[src/rtl/vector_packer.sv]
// vector_packer
//   Packs a scalar stream of (A, B) operand pairs into VECTOR_SIZE-lane
//   vectors for multiply_and_accumulate. Each vector is emitted as a
//   one-cycle strobe on validOut (per-lane mask) with lastOut marking the
//   vector that closes a dot product. There is no backpressure.
//
//   Optional build macro: VECTOR_PACKER_ZERO_PAD_EN
//     defined   - lanes outside the valid mask are driven as zero
//     undefined - lanes outside the valid mask carry stale buffer contents
//
// Ports
//   clkIn        clock, rising edge
//   rstIn        asynchronous active-low reset
//   dataAIn      scalar operand A
//   dataBIn      scalar operand B
//   validIn      A/B pair valid this cycle
//   lastIn       final element of the dot product (qualified by validIn)
//   dataAOut     packed A vector, lane k at [k*DATA_WIDTH +: DATA_WIDTH]
//   dataBOut     packed B vector, same layout
//   validOut     per-lane valid mask, nonzero only on the emit cycle
//   lastOut      emitted vector closes the dot product
//   vecCountOut  vectors emitted in the dot product currently in progress

module vector_packer #(
  parameter int unsigned VECTOR_SIZE = 8,
  parameter int unsigned DATA_WIDTH  = 32
) (
  input  logic                              clkIn,
  input  logic                              rstIn,
  input  logic [DATA_WIDTH-1:0]             dataAIn,
  input  logic [DATA_WIDTH-1:0]             dataBIn,
  input  logic                              validIn,
  input  logic                              lastIn,
  output logic [VECTOR_SIZE*DATA_WIDTH-1:0] dataAOut,
  output logic [VECTOR_SIZE*DATA_WIDTH-1:0] dataBOut,
  output logic [VECTOR_SIZE-1:0]            validOut,
  output logic                              lastOut,
  output logic [15:0]                       vecCountOut
);

  localparam int unsigned IDX_W = $clog2(VECTOR_SIZE);
  localparam int unsigned VW    = VECTOR_SIZE * DATA_WIDTH;
  localparam logic [IDX_W-1:0] LAST_IDX = IDX_W'(VECTOR_SIZE - 1);

  typedef enum logic {
    IDLE,
    FILL
  } state_t;

  state_t                 state;
  logic [IDX_W-1:0]       idx;
  logic [VECTOR_SIZE-1:0] mask;
  logic [VW-1:0]          buf_a;
  logic [VW-1:0]          buf_b;

  // Captured vector waiting one cycle before it is driven onto the outputs.
  logic                   pend;
  logic                   pend_last;
  logic [VECTOR_SIZE-1:0] pend_mask;

  logic [IDX_W-1:0]       wr_idx;
  logic [VECTOR_SIZE-1:0] lane_bit;
  logic                   flush;
  logic [VW-1:0]          emit_a;
  logic [VW-1:0]          emit_b;

  // In IDLE the fill is empty, so the element always lands in lane 0.
  always_comb begin
    wr_idx   = (state == IDLE) ? '0 : idx;
    lane_bit = '0;
    for (int unsigned k = 0; k < VECTOR_SIZE; k++) begin
      lane_bit[k] = (wr_idx == IDX_W'(k));
    end
    flush = validIn && ((wr_idx == LAST_IDX) || lastIn);
  end

  // The buffer is read on the same edge a following element may overwrite
  // lane 0; non-blocking update keeps the emitted vector intact.
  always_comb begin
    emit_a = buf_a;
    emit_b = buf_b;
`ifdef VECTOR_PACKER_ZERO_PAD_EN
    for (int unsigned k = 0; k < VECTOR_SIZE; k++) begin
      if (!pend_mask[k]) begin
        emit_a[k*DATA_WIDTH +: DATA_WIDTH] = '0;
        emit_b[k*DATA_WIDTH +: DATA_WIDTH] = '0;
      end
    end
`endif
  end

  always_ff @(posedge clkIn or negedge rstIn) begin
    if (!rstIn) begin
      state       <= IDLE;
      idx         <= '0;
      mask        <= '0;
      buf_a       <= '0;
      buf_b       <= '0;
      pend        <= 1'b0;
      pend_last   <= 1'b0;
      pend_mask   <= '0;
      dataAOut    <= '0;
      dataBOut    <= '0;
      validOut    <= '0;
      lastOut     <= 1'b0;
      vecCountOut <= '0;
    end else begin
      validOut <= '0;
      lastOut  <= 1'b0;
      pend     <= 1'b0;

      if (pend) begin
        dataAOut    <= emit_a;
        dataBOut    <= emit_b;
        validOut    <= pend_mask;
        lastOut     <= pend_last;
        vecCountOut <= pend_last ? '0 : vecCountOut + 16'd1;
      end

      if (validIn) begin
        for (int unsigned k = 0; k < VECTOR_SIZE; k++) begin
          if (lane_bit[k]) begin
            buf_a[k*DATA_WIDTH +: DATA_WIDTH] <= dataAIn;
            buf_b[k*DATA_WIDTH +: DATA_WIDTH] <= dataBIn;
          end
        end

        if (flush) begin
          pend      <= 1'b1;
          pend_mask <= mask | lane_bit;
          pend_last <= lastIn;
          idx       <= '0;
          mask      <= '0;
          state     <= IDLE;
        end else begin
          idx   <= wr_idx + IDX_W'(1);
          mask  <= mask | lane_bit;
          state <= FILL;
        end
      end
    end
  end

endmodule

[config.mk]
export PLATFORM = sky130hd
export DESIGN_NAME = vector_packer
export DESIGN_NICKNAME = d
export VERILOG_FILES = /design/src/rtl/vector_packer.sv
export SDC_FILE = /design/constraint.sdc
export NUM_CORES = 1
export LEC_CHECK = 0
export BUFFER_PORTS_ARGS = -buffer_cell sky130_fd_sc_hd__buf_2
export CAP_MARGIN = 20
export CELL_PAD_IN_SITES_DETAIL_PLACEMENT = 1
export CELL_PAD_IN_SITES_GLOBAL_PLACEMENT = 2
export CORE_MARGIN = 10
export CORE_UTILIZATION = 35
export CTS_CLUSTER_DIAMETER = 40
export DETAILED_ROUTE_END_ITERATION = 12
export GPL_ROUTABILITY_DRIVEN = 0
export PLACE_DENSITY_LB_ADDON = 0.1
export SETUP_SLACK_MARGIN = 0.3
export SYNTH_ARGS = -nofsm -noshare
export SYNTH_HDL_FRONTEND = slang
export SYNTH_SLANG_ARGS = --single-unit
[constraint.sdc]
create_clock -name clkIn -period 3.1 [get_ports clkIn]
set_clock_uncertainty 0.1 [all_clocks]
set_input_delay 0.62 -clock clkIn [delete_from_list [all_inputs] [get_ports clkIn]]
set_output_delay 0.62 -clock clkIn [all_outputs]
set_load 0.02 [all_outputs]
**After elaboration in Yosys (flattened, before gate mapping)**

Index checks and enable logic that the tools add are counted.

- Output and inout port bits: 537
- Word-level logic and storage cells: 58
- Bits of input ports: 68
- Register bits: 1071

- Muxes and demuxes: 9
- Add/subtract/negate cells: 2
- Reductions and logical operators: 12
- Bitwise gates (word level): 1
- Equal/unequal tests: 7

Operators by type and width:

| cell | number |
|---|---|
| $reduce_and A2 Y1 | 9 |
| $add A16 B1 Y16 const B | 1 |
| $mux W16 | 1 |
| $mux W8 | 2 |
| $eq A3 B3 Y1 const B | 4 |
| $or A8 B8 Y8 | 1 |
| $eq A3 B2 Y1 const B | 2 |
| $mux W3 | 2 |
| $mux W1 | 4 |
| $add A3 B1 Y3 const B | 1 |
| $eq A3 B1 Y1 const B | 1 |
| $logic_not A3 Y1 | 1 |
| $logic_and A1 B1 Y1 | 1 |
| $logic_or A1 B1 Y1 | 1 |

**Longest topological paths before layout**

- Depth after elaboration: 6
- Gate-level depth with buffers: 9
- Gate-level depth less buffers: 8

**Worst setup path after synthesis**

No wires, ideal clock.

- Kind: register -> register
- From: reg state
- To: reg buf_a[224]
- Stages on the path, launching flop included: 9
- Data arrival time: 1.927 ns
- Period minus slack after synthesis: 2.152 ns
- Path slack: 0.948 ns
- Library setup time: 0.125 ns
- Buffers on the path: 2
- Required time: 2.875 ns
- Cells stage by stage: dfrtp_1 > nand2_1 > inv_1 > ha_1 > ha_1 > nand2_1 > clkbuf_1 > buf_2 > mux2_2

- Word-level cells in the longest chain between the ends: 3

Ends and longest elaborated chain:

| what | RTL line | text |
|---|---|---|
| start: declaration | 50 | `state_t state;` |
| start signal: assignment | 94 | `state <= IDLE;` |
| start signal: assignment | 134 | `state <= IDLE;` |
| start signal: assignment | 138 | `state <= FILL;` |
| $mux W3 | 69 | `wr_idx = (state == IDLE) ? '0 : idx;` |
| $eq A3 B3 Y1 | 72 | `lane_bit[k] = (wr_idx == IDX_W'(k));` |
| $reduce_and A2 Y1 (no source line) | -- |  |
| end signal: indexed assignment | 123 | `buf_a[k*DATA_WIDTH +: DATA_WIDTH] <= dataAIn;` |
| end: declaration | 53 | `logic [VW-1:0] buf_a;` |

No other way between the ends.
A chain may end at the register's enable or synchronous reset.

**Final worst setup path**

- From: reg state
- To: reg buf_b[252]

- Word-level cells in the longest chain between the ends: 3

Ends and longest elaborated chain:

| what | RTL line | text |
|---|---|---|
| $mux W3 | 69 |  |
| $eq A3 B3 Y1 | 72 |  |
| $reduce_and A2 Y1 (no source line) | -- |  |
| end signal: indexed assignment | 124 | `buf_b[k*DATA_WIDTH +: DATA_WIDTH] <= dataBIn;` |
| end: declaration | 54 | `logic [VW-1:0] buf_b;` |

No other way between the ends.

==> summary.md <==
| Metric | Value |
|---|---|
| Outcome | `finished, final reports clean` |
| GR Overflow Total | `0` |
| Die height | `357.0 µm` |
| WL final | `117600 µm` |
| Core area | `112700 µm²` |
| Worst-path cell with the longest stage delay | `dfrtp_1` |
| Cts repair resizes | `0` |
| CTS sink count | `1071` |
| Yosys cell types | `31` |
| Post-Syn Nets | `2431` |
| Crit path launch | `state$_DFFE_PN0P_` |
| Clock root cell | `clkbuf_16` |
| Area share of the largest cell type after synthesis | `67.42%` |
| Vias in the first global route | `25810` |
| Seq/Total Area, Yosys | `67.42%` |
| Worst EP arrival | `2.91 ns` |
| Fin nets | `3150` |
| DRT antenna net count | `0` |
| Met1 Track Usage GR | `21.62%` |
| Antenna violations before repair | `3` |
| Initial DRC count | `890` |
| Count of input and output buffers | `604` |
| RSZ-0062 raised after global routing | `false` |
| Final hold violations | `0` |
| CP Class | `reg2reg` |
| Synth async-reset ratio | `100.0%` |
| R2R Path Start | `state$_DFFE_PN0P_` |
| Skew-Pair Late Insertion Delay | `0.73 ns` |
| Overall die width | `357.0 µm` |
| TritonCTS Buffers | `160` |
| Fin crit share | `77.84%` |
| IO Count | `605` |
| Hpwl dp | `81830 µm` |
| Post-CTS Setup Repair Bufs | `0` |
| Element type at the critical path end | `flop` |
| Max incr delay on CP | `0.42 ns` |
| Number of synthesized flops with an enable pin | `0` |
| Primary FF master, synth | `dfrtp_1` |
| Crit path time final | `2.413 ns` |
| Hold_buf cts | `2` |
| Max-cap violations | `0` |
| Synth area leader | `dfrtp_1` |
| Hold Path Cell Cnt | `2` |
| Hold path startpoint | `dataAIn[12]` |
| H-tree lvl count | `4` |
| Area delta synth->final | `27.52%` |
| WL/cell | `25.01 µm` |
| Worst slew pin tran | `0.7930 ns` |
| Commonest non-fill, non-tap cell in the layout | `dfrtp_1` |
| Slew HR | `47.10%` |
| WP data required | `3.59 ns` |
| Routing usage on met3 | `6.484%` |
| Setup TNS | `0 ns` |
| Starting Density | `35.29%` |
| First-pass GRT wire length | `174600 µm` |
| Final core occ | `45.00%` |
| DRC violations left | `0` |
| Total Routing Usage GR | `18.30%` |
| Ant diodes | `0` |
| Most frequent cells in the layout | `dfrtp_1 (1070), mux2_2 (1027), buf_2 (603)` |
| Multi-input logic area | `12410 µm²` |
| Synth area leaders | `dfrtp_1 (67%), mux2_2 (29%), buf_2 (1.3%)` |
| Die area | `127500 µm²` |
| Slew Limit Fails | `0` |
| Fillers | `11130` |
| Leak | `25.07 nW` |
| Pin count of the biggest net entering global routing | `97` |
| Worst min path class | `in2reg` |
| Clock tree buffer depth | `3` |
| Share of cells above drive strength 1 | `62.14%` |
| FF/Latch Area | `26800 µm²` |
| Vias/cell | `4.829` |
| Drt pass-1 iters | `4` |
| Syn Std Cell Area | `39750 µm²` |
| Synth Instances | `2356` |
| Pwr dens | `1035 nW/µm²` |
| Yosys warnings | `0` |
| Crit Path Max Fanout | `28` |
| Syn avg cell area | `16.87 µm²` |
| Total power | `52.46 mW` |
| Crit path launch type | `flop` |
| CTS tree | `yes` |
| Cell Chain, Critical Path | `nand2_1 > inv_1 > ha_1 > nand2_4 > buf_12 > mux2_2` |
| Post-synthesis register bit count | `1071` |
| Fmax | `414.4 MHz` |
| Final setup viols | `0` |
| Met2 Use GR | `30.94%` |
| Via count | `22700` |
| Peak VDD IR | `0.4770 mV` |
| Worst R2R Path Depth | `6` |
| GR peak layer | `met2` |
| # rows | `123` |
| Clock transition at path regs | `0.05 ns` |
[state kept, by name, indices dropped and copies added, names as in the netlist, 3 cells and up]
| name | count |
|---|---|
| validOut | 8 |
| dataBOut | 256 |
| vecCountOut | 16 |
| buf_a | 256 |
| pend_mask | 8 |
| buf_b | 256 |
| mask | 8 |
| idx | 3 |
| dataAOut | 256 |
[metal layers]
| metal | part of all wire (%) | vias to the layer above | wire [µm] |
|---|---|---|---|
| li1 | - | 9848 | - |
| met1 | 40 | 12080 | 47180 |
| met2 | 49 | 590 | 58090 |
| met3 | 7.7 | 180 | 9086 |
| met4 | 2.7 | 0 | 3229 |
| met5 | 0 | - | 0 |
[area by class of cell]
| cell class | instances | area share [%] |
|---|---|---|
| clock buffers | 193 | 8.668 |
| repair buffers | 673 | 7.903 |
| flip-flops and latches | 1071 | 52.87 |
| multi-input cells | 1158 | 24.48 |
| inverters | 11 | 0.08145 |
| clock inverters | 95 | 2.295 |
| well taps | 1500 | 3.702 |
[where the power goes]
group,internal (mW),switching [mW],total (mW)
registers,18.8,2.90,21.7
logic,5.44,6.92,12.4
clock network,11.7,6.70,18.4
[stage by stage]
step / cells / hold slack [ns] / cell area, µm² / setup slack [ns]
5_1_grt: 4701 / 0.1635 / 50700 / 0.5384
2_1_floorplan: 2356 / 0.2244 / 39750 / 0.9483
3_5_place_dp: 4411 / 0.3590 / 45120 / 0.6889
3_3_place_gp: 4411 / 0.3596 / 45120 / 0.7721
4_1_cts: 4701 / 0.1328 / 50700 / 0.6614
6_report: 4701 / 0.1980 / 50700 / 0.6868
[synthesized netlist by cell type, types with 7 or more instances]
cell,count
and2_1,9
buf_2,105
mux2_2,1027
dfrtp_1,1071
nor2_1,17
o21ai_0,14
clkbuf_1,10
inv_1,11
a21oi_1,19
ha_1,7
nand3_1,8
nand2_1,21
[kinds of logic after synthesis]
family                   after synthesis  share of synthesized area [%]
adder cells (fa/ha/maj)                7                         0.2203
XOR/XNOR                               7                         0.1542
buffers and inverters                127                          1.539
AND/OR/NAND/NOR                       78                          1.045
multiplexers                        1027                          29.09
AO/OA/AOI/OAI                         39                         0.5351
flip-flops                          1071                          67.42
[path summary, 6_finish.rpt]
kind	endpoint	slack [ns]
hold / removal	buf_a[108]$_DFFE_PN0P_	0.20
setup reg to reg	buf_b[252]$_DFFE_PN0P_	0.69
min in group asynchronous	dataBOut[66]$_DFFE_PN0P_	0.36
hold reg to reg	pend_mask[3]$_DFFE_PN0P_	0.37
max in group asynchronous	dataBOut[96]$_DFFE_PN0P_	1.54
setup / recovery	buf_b[252]$_DFFE_PN0P_	0.69
[worst max-delay path, delay by kind of cell, from the launching register on]
family	cells	cell delay, ns
buffers and inverters	2	0.42
adder cells (fa/ha/maj)	1	0.27
multiplexers	1	0.36
AND/OR/NAND/NOR	2	0.64
flip-flops	1	0.42
No activity file was read; power rests on OpenSTA's default activity.
